`src/rtl/packet_accumulator.sv`:
```
// Packet accumulator: sums operand beats through an 8-bit ripple adder and presents the
// packet total, sticky carry flag and saturating beat count on a valid/ready output.
module packet_accumulator #(
    parameter int WIDTH     = 8,
    parameter int CNT_WIDTH = 4,
    parameter bit SATURATE  = 1'b0
) (
    input  logic                 clk,
    input  logic                 rst_n,
    input  logic                 in_valid,
    output logic                 in_ready,
    input  logic [WIDTH-1:0]     in_data,
    input  logic                 in_last,
    output logic                 out_valid,
    input  logic                 out_ready,
    output logic [WIDTH-1:0]     out_data,
    output logic                 out_ovf,
    output logic [CNT_WIDTH-1:0] out_count
);

    typedef enum logic [0:0] {
        ACC = 1'b0,
        OUT = 1'b1
    } state_t;

    localparam logic [WIDTH-1:0]     ALL_ONES = {WIDTH{1'b1}};
    localparam logic [WIDTH-1:0]     ZERO_W   = {WIDTH{1'b0}};
    localparam logic [CNT_WIDTH-1:0] CNT_MAX  = {CNT_WIDTH{1'b1}};
    localparam logic [CNT_WIDTH-1:0] CNT_ZERO = {CNT_WIDTH{1'b0}};
    localparam logic [CNT_WIDTH-1:0] CNT_ONE  = {{(CNT_WIDTH-1){1'b0}}, 1'b1};

    // Bit-serial ripple add; the carry-out is recovered from the operand/sum MSBs instead.
    function automatic logic [WIDTH-1:0] ripple_add(input logic [WIDTH-1:0] a,
                                                     input logic [WIDTH-1:0] b);
        logic [WIDTH-1:0] s;
        logic             c;
        s = ZERO_W;
        c = 1'b0;
        for (int i = 0; i < WIDTH; i++) begin
            s[i] = a[i] ^ b[i] ^ c;
            c    = (a[i] & b[i]) | ((a[i] ^ b[i]) & c);
        end
        return s;
    endfunction

    state_t                 state_r, state_nxt_s;
    logic [WIDTH-1:0]       acc_r, acc_nxt_s;
    logic                   ovf_r, ovf_nxt_s;
    logic [CNT_WIDTH-1:0]   cnt_r, cnt_nxt_s;
    logic [WIDTH-1:0]       out_data_r, out_data_nxt_s;
    logic                   out_ovf_r, out_ovf_nxt_s;
    logic [CNT_WIDTH-1:0]   out_count_r, out_count_nxt_s;

    logic                   beat_s;
    logic [WIDTH-1:0]       add_s;
    logic                   co_s;
    logic [WIDTH-1:0]       sum_nxt_s;
    logic                   ovf_beat_s;
    logic [CNT_WIDTH-1:0]   cnt_beat_s;

    // Handshake outputs decode the state register only, so no input reaches them combinationally.
    assign in_ready  = (state_r == ACC);
    assign out_valid = (state_r == OUT);
    assign out_data  = out_data_r;
    assign out_ovf   = out_ovf_r;
    assign out_count = out_count_r;

    assign beat_s = in_valid & (state_r == ACC);

    // Per-beat arithmetic: sum, carry, clamp and saturating count for the accepted beat.
    always_comb begin
        add_s      = ripple_add(acc_r, in_data);
        co_s       = (acc_r[WIDTH-1] & in_data[WIDTH-1]) |
                     ((acc_r[WIDTH-1] ^ in_data[WIDTH-1]) & ~add_s[WIDTH-1]);
        ovf_beat_s = ovf_r | co_s;
        // A clamped accumulator is all-ones, so any later non-zero operand carries again.
        if (SATURATE && (co_s || ovf_r)) begin
            sum_nxt_s = ALL_ONES;
        end else begin
            sum_nxt_s = add_s;
        end
        if (cnt_r == CNT_MAX) begin
            cnt_beat_s = CNT_MAX;
        end else begin
            cnt_beat_s = cnt_r + CNT_ONE;
        end
    end

    // Next-state and next-register logic for the accumulate/present FSM.
    always_comb begin
        state_nxt_s     = state_r;
        acc_nxt_s       = acc_r;
        ovf_nxt_s       = ovf_r;
        cnt_nxt_s       = cnt_r;
        out_data_nxt_s  = out_data_r;
        out_ovf_nxt_s   = out_ovf_r;
        out_count_nxt_s = out_count_r;
        case (state_r)
            ACC: begin
                if (beat_s && in_last) begin
                    out_data_nxt_s  = sum_nxt_s;
                    out_ovf_nxt_s   = ovf_beat_s;
                    out_count_nxt_s = cnt_beat_s;
                    acc_nxt_s       = ZERO_W;
                    ovf_nxt_s       = 1'b0;
                    cnt_nxt_s       = CNT_ZERO;
                    state_nxt_s     = OUT;
                end else if (beat_s) begin
                    acc_nxt_s       = sum_nxt_s;
                    ovf_nxt_s       = ovf_beat_s;
                    cnt_nxt_s       = cnt_beat_s;
                    state_nxt_s     = ACC;
                end else begin
                    state_nxt_s     = ACC;
                end
            end
            OUT: begin
                if (out_ready) begin
                    state_nxt_s = ACC;
                end else begin
                    state_nxt_s = OUT;
                end
            end
            default: begin
                state_nxt_s = ACC;
            end
        endcase
    end

    // State and datapath registers with synchronous active-low reset.
    always_ff @(posedge clk) begin
        if (!rst_n) begin
            state_r     <= ACC;
            acc_r       <= ZERO_W;
            ovf_r       <= 1'b0;
            cnt_r       <= CNT_ZERO;
            out_data_r  <= ZERO_W;
            out_ovf_r   <= 1'b0;
            out_count_r <= CNT_ZERO;
        end else begin
            state_r     <= state_nxt_s;
            acc_r       <= acc_nxt_s;
            ovf_r       <= ovf_nxt_s;
            cnt_r       <= cnt_nxt_s;
            out_data_r  <= out_data_nxt_s;
            out_ovf_r   <= out_ovf_nxt_s;
            out_count_r <= out_count_nxt_s;
        end
    end

endmodule

```
`config.mk`:
```
export PLATFORM = sky130hd
export DESIGN_NAME = packet_accumulator
export DESIGN_NICKNAME = d
export VERILOG_FILES = /design/src/rtl/packet_accumulator.sv
export SDC_FILE = /design/constraint.sdc
export NUM_CORES = 1
export LEC_CHECK = 0
export CORE_MARGIN = 2
export CORE_UTILIZATION = 35
export DETAILED_ROUTE_END_ITERATION = 16
export MAX_ROUTING_LAYER = met4
export PLACE_DENSITY = 0.66
export SLEW_MARGIN = 30
export SYNTH_ARGS = -nofsm -noshare
export SYNTH_HDL_FRONTEND = slang
export SYNTH_SLANG_ARGS = --single-unit
```
`constraint.sdc`:
```
create_clock -name clk -period 4.8 [get_ports clk]
set_input_delay 0.96 -clock clk [delete_from_list [all_inputs] [get_ports clk]]
set_output_delay 0.96 -clock clk [all_outputs]
set_load 0.02 [all_outputs]
```
==> metrics, run 1 <==
result of the run complete, no violations; global placement routability congestion 0.7524; main combinational cell family by area after synthesis compound AO/OA/AOI/OAI gates; Clk network pwr share between 20% and 30%; H-tree Lvls 1; Setup Buffers After CTS 0; Least-Margin Pin Slew 0.5340 ns; xor and xnor fraction of the mapped netlist area 0%; die boundary height between 60 and 70 µm; final routed wire length divided by cell count between 10 and 15 µm; via count normalized by instance count 4.949; switching power share of the total approximately 28%; starting density of the core ~37%; worst slew slack as a fraction of its limit between 60% and 70%; upper clock frequency limit around 220 MHz; area fraction of the dominant cell type after synthesis 42.23%; gr ovfl total 0; net switching component of the power 0.1163 mW; Post-Syn Instances about 120; Post-synth EDFFs 0; detailed-placement wirelength estimate 1927 µm; Rows 21; ranking of synthesized cells by area dfxtp_1, fa_1, o2bb2ai_1, inv_1, a21boi_1; critical path start-end classification input port to flip-flop; most frequent cells after synthesis dfxtp_1, inv_1, nand2_1, o2bb2ai_1; Clock transition at path regs ~0.14 ns; Warnings, synthesis 0; Top FF cell, synth dfxtp_1; root buf cell clkbuf_4; share of the cycle needed by the critical path after routing between 90% and 100%; total iterations of the first detailed-routing run 5; Num CTS Buffers 3; wire length of the first global-routing pass between 4000 and 5000 µm; Longest Clk Path Bufs 2; final setup violation count 0; RSZ-0062 raised after global routing false; critical path required time 5.05 ns; Min-Delay Path Class flip-flop to flip-flop; number of instances resized during post-cts repair 0; pin count of the biggest net entering global routing 23; clock sink total 27; worst slack on hold paths roughly 0.47 ns; width of the die 64.48 µm; Synth Area in Adders between 10% and 20%; Final Critical Period roughly 4.6 ns; library cell with the highest instance count after synthesis dfxtp_1; number of global-route vias before repair 918; Seq pwr share between 50 and 60%; cell type contributing the most total cell area after synthesis dfxtp_1; clock latency at the later pin of the worst-skew pair approximately 0.33 ns; FF+latch count, synth 27; CTS Hold Bufs 0; post-placement cell area between 1500 and 2000 µm²; max-cap viol count 0; antenna violations before repair 0; proportion of power drawn by combinational gates about a fifth; count of filler cells inserted in the layout 353; Pint slightly above 0.3 mW; Yosys cell types 31; multiplexer share of the synthesized area 0.7820%; top fanout value on the critical path 2; floorplan die area roughly 4200 µm²; element type at the critical path start input port; setup skew after layout 0.01174 ns; area growth from synthesis to final layout 24.44%; pwr dens ~270 nW/µm²; register area share after synthesis between 40 and 50%; layout cell share with drive strength beyond 1 under 10%; critical path endpoint category flip-flop; static power due to leakage ~0.59 nW; diode insertion count for antenna repair 0; io pins 28; global-route usage over all layers 13.96%; simple-gate portion of the synthesized area roughly 15%; max-slew violation total from the final report 0; Routed WL ~2600 µm; largest vdd supply drop just over 0.2 mV; number of antenna-violating nets in the routed design 0; Post-Syn Area 1280 µm²; post-route design area roughly 1600 µm²; final-report hold violation count 0; CTS tree built; layout net count roughly 170; vias 970; average cell area after synthesis between 10 and 15 µm²; fraction of the mapped netlist area in compound gates approximately a fifth; DRC violations left 0; number of DRC markers after the initial detailed-route iteration 52; async set-or-reset flop fraction in the synthesized netlist 0%; input/output buffers 27; worst path arrival time a little under 5 ns; total nets after synthesis 146; core outline area ~3400 µm²
worst max-delay path, stage by stage:
cell and delay (ns):
clkdlybuf4s50_1 0.47, ha_1 0.15, inv_1 0.05, fa_1 0.37
fa_1 0.39, fa_1 0.38, inv_1 0.08, fa_1 0.16
inv_1 0.05, fa_1 0.38, fa_1 0.40, fa_1 0.45
or3_1 0.38, a21boi_0 0.16
registers in the layout, summed over array words and instances (netlist names):
signal     count
acc_r          8
cnt_r          4
out_count      4
out_data       8
out_ovf        1
out_valid      1
ovf_r          1
path summary, 6_finish.rpt:
path | from | endpoint | slack (ns) | depth (start not counted)
setup / recovery | in_data[0] | acc_r[7] | 0.23 | 14
setup reg to reg | acc_r[0] | acc_r[7] | 0.96 | 13
hold reg to reg | acc_r[2] | acc_r[2] | 0.47 | 2
hold / removal | acc_r[2] | acc_r[2] | 0.47 | 2
power groups by stage:
stage	Clock [mW]	Sequential (mW)	Combinational, mW
after floorplan	0	0.253	0.0437
after global placement	0	0.246	0.0816
after detailed placement	0	0.246	0.0821
after CTS	0.102	0.241	0.0829
after global routing	0.110	0.243	0.0912
final	0.0991	0.241	0.0822
kinds of logic after synthesis:
logic type | after synthesis
buffers and inverters | 22
flip-flops | 27
adder cells (fa/ha/maj) | 9
AO/OA/AOI/OAI | 32
AND/OR/NAND/NOR | 33
multiplexers | 1
area by class of cell:
cell class                 instances  area, µm²  area share [%]
multi-input combinational         75      633.1           39.75
sequential                        27      540.5           33.94
timing repair buffer              27      270.3           16.97
inverter                          17      63.81           4.006
tap                               46      57.56           3.614
clock buffer                       3      22.52           1.414
clock inverter                     1      5.005          0.3142
cell usage in the layout (no fill, tap or decap), drive strengths merged, types with 3 or more instances in the layout:
cell / synthesis / routed
clkdlybuf4s50: 0 / 27
dfxtp: 27 / 27
clkbuf: 1 / 3
nand3: 5 / 5
nand2: 12 / 12
a22o: 4 / 4
nand2b: 3 / 3
or3: 7 / 7
inv: 17 / 17
o2bb2ai: 9 / 9
fa: 7 / 7
a21boi: 11 / 11
stage by stage:
stage | total power, mW | TNS, ns | setup WS (ns) | utilization [%] | std cells
after global routing | 0.4434 | 0 | 0.08209 | 46.63 | 196
after detailed placement | 0.3282 | -0.1176 | -0.1176 | 45.82 | 192
after floorplan | 0.2964 | 0 | 0.5612 | - | 124
after global placement | 0.3274 | 0 | 0.0008211 | 45.82 | 192
final | 0.4226 | 0 | 0.2288 | 46.63 | 196
after CTS | 0.4264 | 0 | 0.2286 | 46.63 | 196
metal layers:
metal	share of wire [%]	global-route usage, %	vias to the layer above
met4	0.49	1.596	0
met5	0	-	-
met3	2.8	3.646	2
met1	49	18.48	466
met2	48	22.40	21
li1	-	-	481
Note: power is estimated with default switching activity, not from simulation.
==> run 2, diff against run 1 <==
Settings changed: TNS_END_PERCENT set to 5.
==> results of run 2 <==
Same layout as run 1: the final DEF is identical, and so are final timing and power.
==> variant 1, RTL diff (flow settings as in run 2) <==
`WIDTH`: 8 -> 7.
--- a/src/rtl/packet_accumulator.sv
+++ b/src/rtl/packet_accumulator.sv
@@ -3,3 +3,3 @@
 module packet_accumulator #(
-    parameter int WIDTH     = 8,
+    parameter int WIDTH     = 7,
     parameter int CNT_WIDTH = 4,
Ports: changed (resized in_data and out_data); port bits go from 28 to 26. The function was not compared with the original's and may differ.
==> variant 1 against run 2 <==
Total power shrank 4.6%; sequential cell count down 2; synthesized area down 9.3%; wire length decreased by 7.3%; combinational power increased by 1%; first-iteration DRC count down 54%; cell count shrank 6.1%; setup slack better by 690 ps; design area is 9.0% lower.
==> variant 1: results (changes against run 2) <==
Switch Pwr=0.1112 mW (-4.4%); Final WS setup=914.5 ps (+685.7 ps); Seq/Total Area, Yosys=43.10% (+0.87 points); IO Port Bufs=25 (-7.4%); seq pwr=0.227 mW (-6%); first-pass GRT wire length=4071 um (-8.5%); dpl cells=180 (-6.3%); status=complete, no violations; inverter count=15 (-2); initial drt markers=24 (-54%); sw frac=27.58% (+0.069 points); r2r setup slk=1680 ps (+720 ps); fin area=1449 sq um (-9.0%); Layout fillers=339 (-4.0%); pre-CTS setup slack=542.0 ps (+659.6 ps); mux contribution to synthesized area=0.8621% (+0.080 points); buffers outside the clock class=25 (-7.4%); skew final=1.176 ps (-10.56 ps); layout cells sized above 1=5.000% (-4.3 points); start point of the worst hold path=acc_r[1]$_SDFFE_PN0P_; Skew-Pair Late Insertion Delay=310 ps (-20 ps); Final HPWL DP=1840 um (-4.5%); WL per Instance=13.33 um (-1.3%); FF+latch area=500.5 sq um (-7.4%); vias in the first global route=916 (-0.22%); crit path DAT=4120 ps (-710 ps); Slew headroom=61.14% (-3.1 points); count of multi-input gates=71 (-5.3%); Adder-Cell Fraction of Synth Area=12.50% (-0.40 points); Final clock-cell share=1.813% (+0.085 points); P_leak=0.5697 nW (-3.2%); Critical Path End=acc_r[6]$_SDFFE_PN0P_; total global-route track usage=15.42% (+1.5 points); Vias/cell=4.886 (-1.3%); largest net degree at the start of global routing=15 (-35%); Worst Reg-to-Reg Cells=11 (-2); NonClk Buf Share=17.27% (+0.30 points)
-- variant 1: cell types whose count changed in the layout (fill, tap and decap cells not counted), moves of 3 or more --
cell,delta
a21boi_1,-3
a22o_2,-4
nand2_1,-3
nor3_1,+3
nor2_1,+5
or3_1,-5
a211oi_1,+4
-- variant 1: layer usage --
layer / share of wire (%) / routed length, um / vias up / GRT usage [%]
met5: 0 / 0 / - / -
met1: 42 / 1029 / 432 / 17.57
met3: 5.1 / 126 / 2 / 2.731
met4: 1.4 / 34 / 0 / 8.815
met2: 52 / 1263 / 24 / 25.26
li1: - / - / 441 / -
-- variant 1: worst max-delay path: stages --
cell and delay [ps]:
clkdlybuf4s50_1 470, ha_1 140, inv_1 40, fa_1 380
fa_1 360, inv_1 80, fa_1 160, inv_1 50
fa_1 380, fa_1 410, fa_1 470, a211oi_1 220
-- variant 1: kinds of logic after synthesis --
family	Yosys count
flip-flops	25
adder cells (fa/ha/maj)	8
AND/OR/NAND/NOR	34
multiplexers	1
AO/OA/AOI/OAI	28
buffers and inverters	20
==> variant 2, RTL diff (settings of run 2) <==
Without the edit above. Register the output `out_count` once more; this adds one clock of latency there. The other outputs are not delayed to match.
--- a/src/rtl/packet_accumulator.sv
+++ b/src/rtl/packet_accumulator.sv
@@ -65,3 +65,5 @@
     assign out_ovf   = out_ovf_r;
-    assign out_count = out_count_r;
+    always_ff @(posedge clk) begin
+        out_count <= out_count_r;
+    end
 
Function: changed (a bounded check fails within 4 cycles, from zero or initial values and one cycle with rst_n low).
==> variant 2 against run 2 <==
Setup slack better by 28 ps; sequential cell count up 4; wire length down 2.9%; register-to-register slack better by 110 ps; first-iteration DRC count down 50%; synthesized area up 6.3%; global-route usage about the same; design area up 9.7%; non-clock buffer count unchanged; clock skew down 5.7 ps; total power up 37%; via count up 2.7%; critical endpoint unchanged.
==> variant 2: results (changes against run 2) <==
CTS max path bufs=2 (unchanged); Layout fillers=370 (+4.8%); status=complete, no violations; GPL Wtd Cong=0.7593 (+0.92%); Max VDD drop=0.1784 mV (-13%); first-pass GRT wire length=4560 um (+2.5%); Skew-Pair Late Insertion Delay=280 ps (-50 ps); total global-route track usage=14.01% (+0.048 points); Final HPWL DP=1831 um (-4.9%); crit path DAT=4750 ps (-80 ps); total wire length=2570 um (-2.9%); top_reg_cell synth=dfxtp_1; First-pass DRT Iterations=4 (-1); layout cells sized above 1=10.76% (+1.4 points); skew final=6.034 ps (-5.702 ps); initial drt markers=26 (-50%); Slew headroom=66.65% (+2.4 points); P_leak=0.6547 nW (+11%); H-tree depth=2 (+1); Seq/Total Area, Yosys=45.63% (+3.4 points); top post-synthesis cells by count=dfxtp_1 (31), inv_1 (17), nand2_1 (12); vias in the first global route=1085 (+18%); largest net degree at the start of global routing=23 (unchanged); Final nets=179 (+3.5%); Worst-path clk slew=60 ps (-80 ps); number of buffers created by CTS=5 (+2); CTS Root Cell=clkbuf_8; setup bufs post-CTS=0 (unchanged); Synth area leaders=dfxtp_1 (46%), fa_1 (10%), o2bb2ai_1 (5.8%); syn nets=150 (+2.7%)
variant 2: cell count changes in the layout (fill, tap and decap cells not counted), sizes merged:
cell / delta
dfxtp: +4
clkbuf: +5
clkinv: -1
variant 2: worst max-delay path, stage by stage:
cell and delay (ps):
clkdlybuf4s50_1 460, ha_1 140, inv_1 40, fa_1 370
fa_1 380, fa_1 360, inv_1 70, fa_1 150
inv_1 50, fa_1 380, fa_1 390, fa_1 460
or3_1 380, a21boi_1 140
variant 2: worst paths after layout:
kind                                                  start                    end  slack [ps]  cells past startpoint
worst min-delay path            out_count_r[0]$_SDFFE_PN0P_   out_count[0]$_DFF_P_         350                      0
worst min register to register  out_count_r[0]$_SDFFE_PN0P_   out_count[0]$_DFF_P_         350                      0
worst max register to register        acc_r[0]$_SDFFE_PN0P_  acc_r[7]$_SDFFE_PN0P_        1070                     13
worst max-delay path                             in_data[0]  acc_r[7]$_SDFFE_PN0P_         260                     14
variant 2: kinds of logic after synthesis:
kind of cell	after synthesis	synth area share [%]
AOI/OAI and AO/OA	32	19.78
muxes	1	0.7360
and+or+nand+nor	33	13.89
buffers and inverters	22	7.819
adders and majority gates	9	12.14
DFF	31	45.63
variant 2: cell type report:
type	instances	area share (%)
Multi-Input combinational cell	75	36.22
Sequential cell	31	35.50
Tap cell	48	3.436
Inverter	17	3.651
Clock buffer	8	5.727
Timing Repair Buffer	27	15.46
variant 2: per-stage QoR:
step	std cells	util (%)	setup slack (ps)	area, sq um
6_report	206	47.39	256.4	1748
5_1_grt	206	47.39	36.10	1748
4_1_cts	206	47.39	238.0	1748
3_5_place_dp	198	44.67	-42.92	1648
3_3_place_gp	198	44.67	11.47	1648
2_1_floorplan	128	-	578.0	1360
variant 2: metal layers:
layer	global-route usage, %	share of wire [%]	vias up	wire length (um)
met5	-	0	-	0
met3	3.578	3.5	4	91
met4	6.122	0.82	0	21
li1	-	-	492	-
met1	17.41	47	474	1216
met2	21.50	48	26	1241
variant 2: where the power goes:
| group | total [mW] | switching (mW) | internal, mW |
|---|---|---|---|
| registers | 0.275 | 0.00628 | 0.269 |
| clock network | 0.221 | 0.0907 | 0.131 |
| logic | 0.0814 | 0.0411 | 0.0403 |
